## src/rtl/pwm_pkg.sv

```systemverilog
// Shared types and helpers for the multi-channel PWM generator.
// The shadow-register option of pwm_multi_gen is selected with the PWM_SHADOW_EN macro.
package pwm_pkg;

    localparam int NCH_MAX = 8;

    typedef enum logic [2:0] {
        OP_NONE,
        OP_INC1,
        OP_INC0,
        OP_DEC1,
        OP_DEC0
    } btn_op_e;

    // Highest-priority press wins: inc1 > inc0 > dec1 > dec0.
    function automatic btn_op_e pick_op(input logic p_inc1, input logic p_inc0,
                                        input logic p_dec1, input logic p_dec0);
        if (p_inc1) return OP_INC1;
        if (p_inc0) return OP_INC0;
        if (p_dec1) return OP_DEC1;
        if (p_dec0) return OP_DEC0;
        return OP_NONE;
    endfunction

    function automatic int unsigned sat_add(input int unsigned a, input int unsigned b,
                                            input int unsigned lim);
        int unsigned s;
        s = a + b;
        return (s > lim) ? lim : s;
    endfunction

    function automatic int unsigned sat_sub(input int unsigned a, input int unsigned b);
        return (b > a) ? 0 : a - b;
    endfunction

endpackage

```

## src/rtl/pwm_btn_edge.sv

```systemverilog
// Active-low pushbutton conditioner: 2-flop synchroniser, previous-value flop and
// falling-edge detector producing a single-cycle press pulse.
module pwm_btn_edge
    import pwm_pkg::*;
(
    input  logic clkin,
    input  logic reset,
    input  logic btn,
    output logic press
);

    logic sync_p0, sync_p1, prev_p2;
    logic seen, armed;

    // armed only rises once a genuine released sample follows reset, so a button
    // held down across reset cannot fake a press against the reset value of 1.
    always_ff @(posedge clkin) begin
        if (reset) begin
            sync_p0 <= 1'b1;
            sync_p1 <= 1'b1;
            prev_p2 <= 1'b1;
            seen    <= 1'b0;
            armed   <= 1'b0;
        end else begin
            sync_p0 <= btn;
            sync_p1 <= sync_p0;
            prev_p2 <= sync_p1;
            seen    <= 1'b1;
            armed   <= armed | (seen & sync_p0);
        end
    end

    assign press = armed & prev_p2 & ~sync_p1;

endmodule

```

## src/rtl/pwm_multi_gen.sv

```systemverilog
// Multi-channel PWM generator: shared period counter, per-channel duty registers
// adjusted by four pushbuttons. Optional macro PWM_SHADOW_EN adds period-aligned duty shadowing.
module pwm_multi_gen
    import pwm_pkg::*;
#(
    parameter int CW          = 8,
    parameter int NCH         = 2,
    parameter int PERIOD      = 100,
    parameter int DUTY_INIT   = 50,
    parameter int FINE_STEP   = 1,
    parameter int COARSE_STEP = 10
) (
    input  logic                                  clkin,
    input  logic                                  reset,
    input  logic                                  inc0,
    input  logic                                  inc1,
    input  logic                                  dec0,
    input  logic                                  dec1,
    input  logic [((NCH > 1) ? $clog2(NCH) : 1)-1:0] sel,
    output logic [NCH-1:0]                        pwm,
    output logic [CW-1:0]                         duty_o,
    output logic                                  tick
);

    localparam int NCH_LIM = (NCH < NCH_MAX) ? NCH : NCH_MAX;
    localparam logic [CW-1:0] CNT_LAST = CW'(PERIOD - 1);
    localparam logic [CW-1:0] DUTY_RST = CW'(DUTY_INIT);

    logic [CW-1:0] cnt, cnt_nxt;
    logic [CW-1:0] target [NCH];
    logic [CW-1:0] active [NCH];
    logic          p_inc0, p_inc1, p_dec0, p_dec1;
    logic          sel_ok;
    btn_op_e       op;
    logic [CW-1:0] cur, upd;

    pwm_btn_edge u_inc1 (.clkin(clkin), .reset(reset), .btn(inc1), .press(p_inc1));
    pwm_btn_edge u_inc0 (.clkin(clkin), .reset(reset), .btn(inc0), .press(p_inc0));
    pwm_btn_edge u_dec1 (.clkin(clkin), .reset(reset), .btn(dec1), .press(p_dec1));
    pwm_btn_edge u_dec0 (.clkin(clkin), .reset(reset), .btn(dec0), .press(p_dec0));

    always_comb cnt_nxt = (cnt == CNT_LAST) ? '0 : cnt + 1'b1;

    always_ff @(posedge clkin) begin
        if (reset) begin
            cnt  <= '0;
            tick <= 1'b0;
        end else begin
            cnt  <= cnt_nxt;
            tick <= (cnt_nxt == CNT_LAST);
        end
    end

    // Out-of-range sel leaves cur at 0, which is also what duty_o must show.
    always_comb begin
        cur = '0;
        for (int i = 0; i < NCH; i++) begin
            if (int'(sel) == i) cur = target[i];
        end
        sel_ok = int'(sel) < NCH_LIM;
        op     = pick_op(p_inc1, p_inc0, p_dec1, p_dec0);
        case (op)
            OP_INC1: upd = CW'(sat_add(32'(cur), COARSE_STEP, PERIOD));
            OP_INC0: upd = CW'(sat_add(32'(cur), FINE_STEP, PERIOD));
            OP_DEC1: upd = CW'(sat_sub(32'(cur), COARSE_STEP));
            OP_DEC0: upd = CW'(sat_sub(32'(cur), FINE_STEP));
            default: upd = cur;
        endcase
    end

    assign duty_o = cur;

    always_ff @(posedge clkin) begin
        if (reset) begin
            for (int i = 0; i < NCH; i++) target[i] <= DUTY_RST;
        end else if (sel_ok && op != OP_NONE) begin
            for (int i = 0; i < NCH; i++) begin
                if (int'(sel) == i) target[i] <= upd;
            end
        end
    end

`ifdef PWM_SHADOW_EN
    always_ff @(posedge clkin) begin
        if (reset) begin
            for (int i = 0; i < NCH; i++) active[i] <= DUTY_RST;
        end else if (cnt == CNT_LAST) begin
            for (int i = 0; i < NCH; i++) active[i] <= target[i];
        end
    end
`else
    always_comb begin
        for (int i = 0; i < NCH; i++) active[i] = target[i];
    end
`endif

    always_ff @(posedge clkin) begin
        if (reset) begin
            pwm <= '0;
        end else begin
            for (int i = 0; i < NCH; i++) pwm[i] <= (cnt < active[i]);
        end
    end

endmodule

```

## config.mk

```make
export PLATFORM = sky130hd
export DESIGN_NAME = pwm_multi_gen
export DESIGN_NICKNAME = d
export VERILOG_FILES = /design/src/rtl/pwm_pkg.sv /design/src/rtl/pwm_btn_edge.sv /design/src/rtl/pwm_multi_gen.sv
export SDC_FILE = /design/constraint.sdc
export NUM_CORES = 1
export LEC_CHECK = 0
export ABC_AREA = 0
export CAP_MARGIN = 20
export CORE_MARGIN = 2
export CORE_UTILIZATION = 64
export CTS_CLUSTER_SIZE = 28
export DETAILED_ROUTE_END_ITERATION = 16
export PLACE_DENSITY = 0.92
export SLEW_MARGIN = 20
export SYNTH_ARGS = -nofsm -noshare
export SYNTH_HDL_FRONTEND = slang
export SYNTH_SLANG_ARGS = --single-unit
```

## constraint.sdc

```tcl
create_clock -name clkin -period 6.5 [get_ports clkin]
set_input_delay 1.95 -clock clkin [delete_from_list [all_inputs] [get_ports clkin]]
set_output_delay 1.95 -clock clkin [all_outputs]
set_load 0.01 [all_outputs]
```

==> results of run 1 <==
-- per-stage QoR --
step / setup WS, ps / total power [mW] / utilization, % / area, µm²
floorplan: 1620 / 0.3973 / - / 2954
global placement: 500.1 / 0.4380 / 72.42 / 3197
detailed placement: 435.2 / 0.4404 / 72.42 / 3197
CTS: 426.5 / 0.6394 / 75.00 / 3311
global route: 277.1 / 0.6692 / 75.00 / 3311
finish: 381.3 / 0.6442 / 75.00 / 3311
-- cell type report --
type | count | area [µm²] | area share [%]
clock buffers | 6 | 93.84 | 2.834
clock inverters | 2 | 20.02 | 0.6047
inverters | 26 | 97.59 | 2.948
multi-input cells | 256 | 1755 | 53.02
flip-flops and latches | 44 | 1041 | 31.44
well taps | 52 | 65.06 | 1.965
repair buffers | 26 | 237.7 | 7.181
-- kinds of logic (layout without fill, tap and decap cells) --
family	count (synthesis)	count (layout)	synth area share [%]
compound gates	99	99	23.63
flops	44	44	35.24
buf+inv	35	60	5.336
fa+ha+maj	23	23	9.742
simple gates	115	115	19.95
mux	5	5	1.948
xor+xnor	14	14	4.151
-- cells in the final DEF, fill, tap and decap left out, drive strengths merged, types with 5 or more instances in the layout --
master         instances
nor3                  12
a21o                  14
o22ai                  9
o21ai                 17
nand2                 24
nor2                  27
xor2                   5
nand3                 14
mux2i                  5
buf                    9
inv                   28
dfxtp                 28
edfxtp                16
clkbuf                 6
clkdlybuf4s50         17
or2                   13
ha                    23
a21oi                 20
a21boi                 6
xnor2                  9
-- metal layers --
| layer | wire length (µm) | vias up | track usage (%) |
|---|---|---|---|
| met5 | 0 | - | 0 |
| met4 | 223 | 0 | 10.06 |
| met3 | 745 | 31 | 6.944 |
| met2 | 3485 | 141 | 50.82 |
| met1 | 3122 | 1264 | 42.11 |
| li1 | - | 1263 | - |
-- power by group --
| part | leakage (nW) | total (mW) | switching, mW | internal [mW] |
|---|---|---|---|---|
| sequential | 0.380 | 0.311 | 0.0126 | 0.298 |
| combinational | 1.01 | 0.128 | 0.0749 | 0.0528 |
| clock | 0.0589 | 0.206 | 0.103 | 0.103 |
-- how the worst max path moves through the flow --
stage / slack [ps] / cells after the start / end
floorplan: 1620 / 14 / target[0][1]
global placement: 500 / 4 / duty_o[5]
detailed placement: 440 / 4 / duty_o[5]
CTS: 430 / 4 / duty_o[5]
global route: 280 / 4 / duty_o[5]
finish: 380 / 4 / duty_o[5]
==> flow_summary_export.csv, run 1 <==
group,metric,value,unit
synth,synth_seq_cells,44,
clock_network,cts-resized-gates,0,
layout,syn2layout_area_growth,12.07,%
synth,synth_cells,335,
power_and_ir_drop,ir_worst_vdd,0.1924,mV
synth,syn_area,2954,µm²
floorplanning,die_w,71.94,µm
min_path,min_from,"u_inc0.sync_p1",
global_route,grt_antenna_before_repair,0,
sta,skew,11.47,ps
min_path,hp-class,"reg -> reg",
synth,synth_nets,365,
layout,antenna_cells,0,
drt,dr.pass1.iters,5,
job,max_cap_violations,0,
sta,final_max_slew_viol_count,0,
drt,wire_per_inst,18.39,µm
setup_path,r2r_cells,14,
setup_path,endpoint_kind,"output pin",
clock_network,clkTransAtPathRegs,90,ps
drt,drt_iter0_drc,276,
sta,tightest_slew,863.6,ps
sta,fin_tns_setup,0,ps
clock_network,ctsHoldBuffers,0,
synth,synth_top_cell_area_share,18.98,%
floorplanning,core_area,4414,µm²
clock_network,insertion_delay,310,ps
clock_network,clkSinkCount,44,
synth,synth_most_common_cell,"dfxtp_1",
layout,final_nets,389,
sta,hold_slack,449.1,ps
setup_path,critPathMaxFanout,16,
clock_network,cts_tree,"yes",
setup_path,cpMaxStageDelayCell,"clkdlybuf4s50_1",
clock_network,cts_buffer_depth,2,
sta,fmax,0.1634,GHz
run_status,outcome,"complete, no violations",
global_route,overflow,0,
floorplanning,die_h,71.94,µm
setup_path,cp.required,4550,ps
synth,synth_common_cells,"dfxtp_1 (28), nor2_1 (26), nand2_1 (24), ha_1 (23), inv_1 (22)",
setup_path,path_common_cell,"clkdlybuf4s50_1",
global_route,grt_use_total,31.40,%
setup_path,rr_startpoint,"target[0][9]",
drt,postRouteAntennaNets,0,
layout,top_register,"target",
sta,rsz0062_at_grt,"false",
power_and_ir_drop,power_leakage,1.448,nW
clock_network,cts.root.buffer_cell,"clkbuf_8",
setup_path,path_delay_family,"buffers and inverters",
drt,drt-total-wl,7.576,mm
place,gp_congestion,1.051,
clock_network,cts-buffers-inserted,5,
setup_path,worstPathCellList,"clkdlybuf4s50_1 > mux2i_2 > inv_2 > clkdlybuf4s50_1",
layout,largest_reg_flops,16,
power_and_ir_drop,p_per_area,194.6,nW/µm²
sta,hold_violations,0,
setup_path,path_class,"in -> out",
drt,vias_per_cell,6.551,
global_route,grt_pass1_vias,2587,
setup_path,crit_path_start,"sel",
drt,drc,0,
setup_path,slowest_delay,950,ps
clock_network,cts-htree-levels,2,
sta,period_share,94.13,%
sta,slew_headroom,42.04,%
synth,ys_async_sr_fraction,0,%
synth,synth_ff_type,"dfxtp_1",
synth,yosys.area.top_type,"dfxtp_1",
layout,reg_top3,"target (16), cnt (8), pwm (2)",
setup_path,rrSetupSlack,3060,ps
floorplanning,row_count,24,
drt,vias,2699,
setup_path,crit_path_start_kind,"input port",
sta,setup_viol,0,
clock_network,post_cts_buffers,0,
setup_path,r2r_end,"target[0][3]",
sta,period_minus_slack,6119,ps
layout,drive_gt1_share,13.06,%
synth,netlist_top_cells_area,"dfxtp_1 (19%), edfxtp_1 (16%), ha_1 (9.7%), a21o_1 (3.6%), nor2_1 (3.3%)",
layout,fill_cells,322,
place,hpwl,5.717,mm
synth,synth_seq_area_share,35.24,%
place,portBuffers,17,
min_path,worst_hold_path.num_cells,1,
global_route,grt_start_max_net_pins,24,
place,place_inst,404,
synth,yosysWarnings,0,
floorplanning,start_util,66.92,%
floorplanning,io_pins,18,
setup_path,cp.arrival,4170,ps
setup_path,crit_buf_inv,3,
synth,synth_edf_count,16,
synth,syn_area_per_cell,8.818,µm²
layout,fin_cells,412,
min_path,worstHoldEndpoint,"u_inc0.prev_p2",
floorplanning,dieArea,5175,µm²
global_route,grt_pass1_wl,12.70,mm
synth,yosysUniqueCellTypes,60,
No activity file was read; power rests on OpenSTA's default activity.
==> run 2, diff against run 1 <==
==> constraint.sdc (replaced) <==
create_clock -name clkin -period 7.2 [get_ports clkin]
set_input_delay 2.16 -clock clkin [delete_from_list [all_inputs] [get_ports clkin]]
set_output_delay 2.16 -clock clkin [all_outputs]
set_load 0.01 [all_outputs]
==> flow_summary_export.csv, run 2 (synthesized netlist as in run 1, its figures left out) <==
group,metric,value,unit
layout,syn2layout_area_growth,11.77,%
setup_path,path_class,"in -> out",
clock_network,post_cts_buffers,0,
setup_path,path_delay_family,"buffers and inverters",
layout,seq_area,1041,µm²
floorplanning,row_count,24,
drt,wire_per_inst,17.80,µm
power_and_ir_drop,intPower,0.4400,mW
setup_path,cp.arrival,4370,ps
floorplanning,io_pins,18,
power_and_ir_drop,power_leakage,1.438,nW
drt,drt_iter0_drc,388,
clock_network,cts-htree-levels,2,
power_and_ir_drop,sw_frac_of_total,26.08,%
setup_path,endpoint_kind,"output pin",
power_and_ir_drop,p_seq_share,47.1,%
setup_path,slowest_delay,770,ps
layout,top_register,"target",
layout,fin_cells,409,
layout,multi_input_area,1755,µm²
global_route,grt_antenna_before_repair,0,
global_route,grt_start_max_net_pins,24,
setup_path,crit_buf_inv,3,
sta,fin_tns_setup,0,ps
sta,fmax,0.1531,GHz
sta,skew,6.639,ps
clock_network,insertion_delay,300,ps
setup_path,rrSetupSlack,3480,ps
layout,final_nets,386,
setup_path,cp.required,5040,ps
setup_path,worstPathCellList,"clkdlybuf4s50_1 > mux2i_1 > inv_1 > clkdlybuf4s50_1",
min_path,hp-class,"reg -> reg",
sta,tightest_slew,848.6,ps
place,hpwl,5.488,mm
global_route,grt_pass1_vias,2433,
clock_network,cts_buffer_depth,2,
sta,final_max_slew_viol_count,0,
clock_network,cts.root.buffer_cell,"clkbuf_8",
global_route,grt_pass1_wl,11.68,mm
layout,fill_cells,307,
sta,period_share,90.75,%
job,max_cap_violations,0,
clock_network,ctsHoldBuffers,0,
clock_network,cts-resized-gates,0,
layout,largest_reg_flops,16,
place,portBuffers,17,
sta,slew_headroom,43.05,%
layout,antenna_cells,0,
sta,rsz0062_at_grt,"false",
clock_network,cts-buffers-inserted,5,
floorplanning,start_util,66.92,%
drt,vias_per_cell,6.460,
place,gp_congestion,0.9534,
setup_path,crit_path_start_kind,"input port",
layout,layout_common_cells,"dfxtp_1 (28), nor2_1 (26), nand2_1 (24), ha_1 (23), inv_1 (22)",
sta,period_minus_slack,6534,ps
floorplanning,core_area,4414,µm²
layout,drive_gt1_share,12.04,%
drt,drt-total-wl,7.280,mm
power_and_ir_drop,p_per_area,180.3,nW/µm²
layout,reg_top3,"target (16), cnt (8), pwm (2)",
place,place_inst,401,
drt,vias,2642,
floorplanning,dieArea,5175,µm²
power_and_ir_drop,clockPowerShare,34.2,%
power_and_ir_drop,switchingPower,0.1552,mW
clock_network,clkTransAtPathRegs,80,ps
floorplanning,die_w,71.94,µm
clock_network,cts_tree,"yes",
clock_network,clkSinkCount,44,
run_status,outcome,"complete, no violations",
setup_path,critPathMaxFanout,13,
global_route,overflow,0,
drt,postRouteAntennaNets,0,
floorplanning,die_h,71.94,µm
sta,hold_violations,0,
setup_path,path_common_cell,"clkdlybuf4s50_1",
power_and_ir_drop,p_comb_share,18.7,%
sta,setup_viol,0,
global_route,grt_use_total,29.11,%
drt,drc,0,
drt,dr.pass1.iters,5,
setup_path,cpMaxStageDelayCell,"clkdlybuf4s50_1",
layout,layout_commonest_cell,"dfxtp_1",
power_and_ir_drop,ir_worst_vdd,0.1765,mV
## run 2: cell types whose count changed in the layout (fill, tap and decap cells not counted)
cell	previous run	this run
bufinv_16	0	1
clkbuf_1	0	1
buf_4	9	6
inv_8	1	0
inv_6	1	0
## run 2: cell type report
class,instances,share of cell area [%]
clock buffer,7,2.956
clock inverter,1,0.9094
inverter,26,2.956
multi-input combinational,256,53.16
sequential,44,31.53
tap,52,1.970
timing repair buffer,23,6.518
## run 2: power groups by stage
stage	clock network, mW	logic [mW]	registers (mW)
floorplan	0	0.0765	0.282
global placement	0	0.105	0.285
detailed placement	0	0.108	0.286
CTS	0.205	0.109	0.280
global route	0.215	0.121	0.282
finish	0.204	0.111	0.280
## run 2: path summary, 6_finish.rpt
check                 start              to  cells past startpoint
max                     sel       duty_o[0]                      4
min reg2reg  u_inc0.sync_p1  u_inc0.prev_p2                      1
min          u_inc0.sync_p1  u_inc0.prev_p2                      1
max reg2reg    target[0][8]    target[0][9]                     11
## run 2: worst reg2reg max path: stages, from the launching register on
cell and delay (ps):
edfxtp_1 420, mux2i_1 480, inv_1 320, ha_1 390, nand2_1 110, nor3_1 70, nor2_1 310, mux2i_1 260
a21oi_1 150, o21ai_2 320, o31ai_1 170, a2111o_1 470
## run 2: metrics by stage
step / hold WS, ps / instance area, µm² / setup slack, ps / util, % / total power [mW]
2_1_floorplan: 407.3 / 2954 / 2065 / - / 0.3587
3_3_place_gp: 415.0 / 3174 / 808.6 / 71.91 / 0.3899
3_5_place_dp: 419.0 / 3174 / 738.7 / 71.91 / 0.3935
4_1_cts: 437.4 / 3302 / 697.8 / 74.80 / 0.5942
5_1_grt: 460.3 / 3302 / 560.8 / 74.80 / 0.6184
6_report: 433.8 / 3302 / 666.3 / 74.80 / 0.5952
## run 2: metal layers
metal	vias to the layer above	global-route usage [%]	wire [µm]
met2	139	46.40	3373
met5	-	0	0
met1	1222	39.96	3081
met3	22	5.556	671
li1	1259	-	-
met4	0	10.06	153
==> run 3, diff against run 2 <==
--- a/config.mk
+++ b/config.mk
@@ -11,6 +11,7 @@
 export CORE_UTILIZATION = 64
 export CTS_CLUSTER_SIZE = 28
 export DETAILED_ROUTE_END_ITERATION = 16
+export GPL_TIMING_DRIVEN = 1
 export PLACE_DENSITY = 0.92
 export SLEW_MARGIN = 20
 export SYNTH_ARGS = -nofsm -noshare
==> results of run 3 <==
Final layout, timing and power as in run 2 (identical DEF).
==> RTL edit: new RTL, settings of run 1 <==
Build with the macro `PWM_SHADOW_EN` defined.
--- a/src/rtl/pwm_multi_gen.sv
+++ b/src/rtl/pwm_multi_gen.sv
@@ -1,5 +1,7 @@
 // Multi-channel PWM generator: shared period counter, per-channel duty registers
 // adjusted by four pushbuttons. Optional macro PWM_SHADOW_EN adds period-aligned duty shadowing.
+`define PWM_SHADOW_EN
+
 module pwm_multi_gen
     import pwm_pkg::*;
 #(
Function: same outputs for any inputs over 4 cycles, from zero or initial values and one cycle with reset high; that may be too few to reach the edited logic, so the function may still have changed.
==> RTL edit against run 1 <==
Clock skew up 0.0020 ns; synthesized area up 27%; setup slack better by 0.34 ns; fmax up 5.9%; clock power up 54%; sequential cell count up 16; combinational power down 5%; power up 35%; register-to-register slack worse by 0.06 ns; die area up 26%; routed wire length up 19%; via count up 15%; cell area up 25%; synthesized cell count up 15%; critical path type unchanged.
==> RTL edit: results (changes against run 1) <==
Placement
  – Pre-CTS setup slack: 0.742 ns (was 0.435 ns)
  – Cell Area, Placed: 3960 um2 (was 3200 um2)
  – GPL Wtd Cong: 0.947 (was 1.05)

Yosys
  – Sequential share of the synthesized area: 0.404 (was 0.352)
  – Prevailing post-synth register cell: edfxtp_1 (was dfxtp_1)
  – Top cells by count, synth: 32 x edfxtp_1, 30 x nor2_1, 28 x dfxtp_1, 28 x inv_1, 23 x ha_1 (was 28 x dfxtp_1, 26 x nor2_1, 24 x nand2_1)
  – Yosys cell types: 65 (was 60)
  – Syn nets: 414 (was 365)
  – Syn_area_per_cell: 9.80 um2 (was 8.82 um2)
  – Multiplexer area fraction after synthesis: 0.0382 (was 0.0195)
  – Xor and xnor area share after synthesis: 0.0326 (was 0.0415)
  – Post-synthesis compound-gate area fraction: 0.194 (was 0.236)

Pwr
  – Peak supply drop: 0.135 mV (was 0.192 mV)

Hold path
  – Worst hold path startpoint: u_dec0.sync_p1 (was u_inc0.sync_p1)

Detailed routing
  – Met2 WL: 4.44 mm (was 3.49 mm)
  – Routed WL: 9.02 mm (was 7.58 mm)
  – DR iter-0 viols: 322 (was 276)

Setup path
  – RR Startpoint: target[0][2] (was target[0][9])
  – Worst-path maximum fanout: 13 (was 16)
  – R2r setup slk: 3.00 ns (was 3.06 ns)

Final layout
  – FILL cells: 392 (was 322)
  – Area grow syn2layout: 10.3% (was 12.1%)
  – Final nets: 432 (was 389)
  – Final non-filler cell total: 479 (was 412)

Global routing
  – Met3 Resource Use GR: 0.0697 (was 0.0694)
  – Gr usage total: 0.294 (was 0.314)
  – Largest net degree at the start of global routing: 27 (was 24)
  – Vias in the first global route: 2938 (was 2587)
  – First-pass GRT wire length: 14.3 mm (was 12.7 mm)

Run status
  – Outcome: completed (unchanged)

STA
  – Clock skew: 0.0135 ns (was 0.0115 ns)

Clocking
  – H-tree depth: 3 (was 2)
## RTL edit: cell types whose count changed after synthesis, sizes merged, moves of 5 or more
cell | before | now
a21boi | 6 | 1
nand2b | 4 | 10
nor3 | 12 | 6
inv | 26 | 32
and3 | 4 | 12
edfxtp | 16 | 32
## RTL edit: layout make-up
cell class | count | area share
multi-input cells | 276 | 0.486
repair buffers | 23 | 0.0518
flip-flops and latches | 60 | 0.366
well taps | 72 | 0.0217
inverters | 32 | 0.0289
clock buffers | 13 | 0.0410
clock inverters | 3 | 0.00452
## RTL edit: power groups by stage
stage                     Sequential (mW)  Clock [mW]  Combinational, mW
after floorplan                     0.432           0             0.0902
after global placement              0.438           0              0.117
after detailed placement            0.439           0              0.119
after CTS                           0.431       0.322              0.121
after global routing                0.433       0.337              0.132
final                               0.431       0.318              0.122
## RTL edit: critical path: stages
cell and delay [ns]:
clkdlybuf4s50_1 0.46, buf_4 0.28, mux2i_4 0.42, inv_1 0.20
clkdlybuf4s50_1 0.52
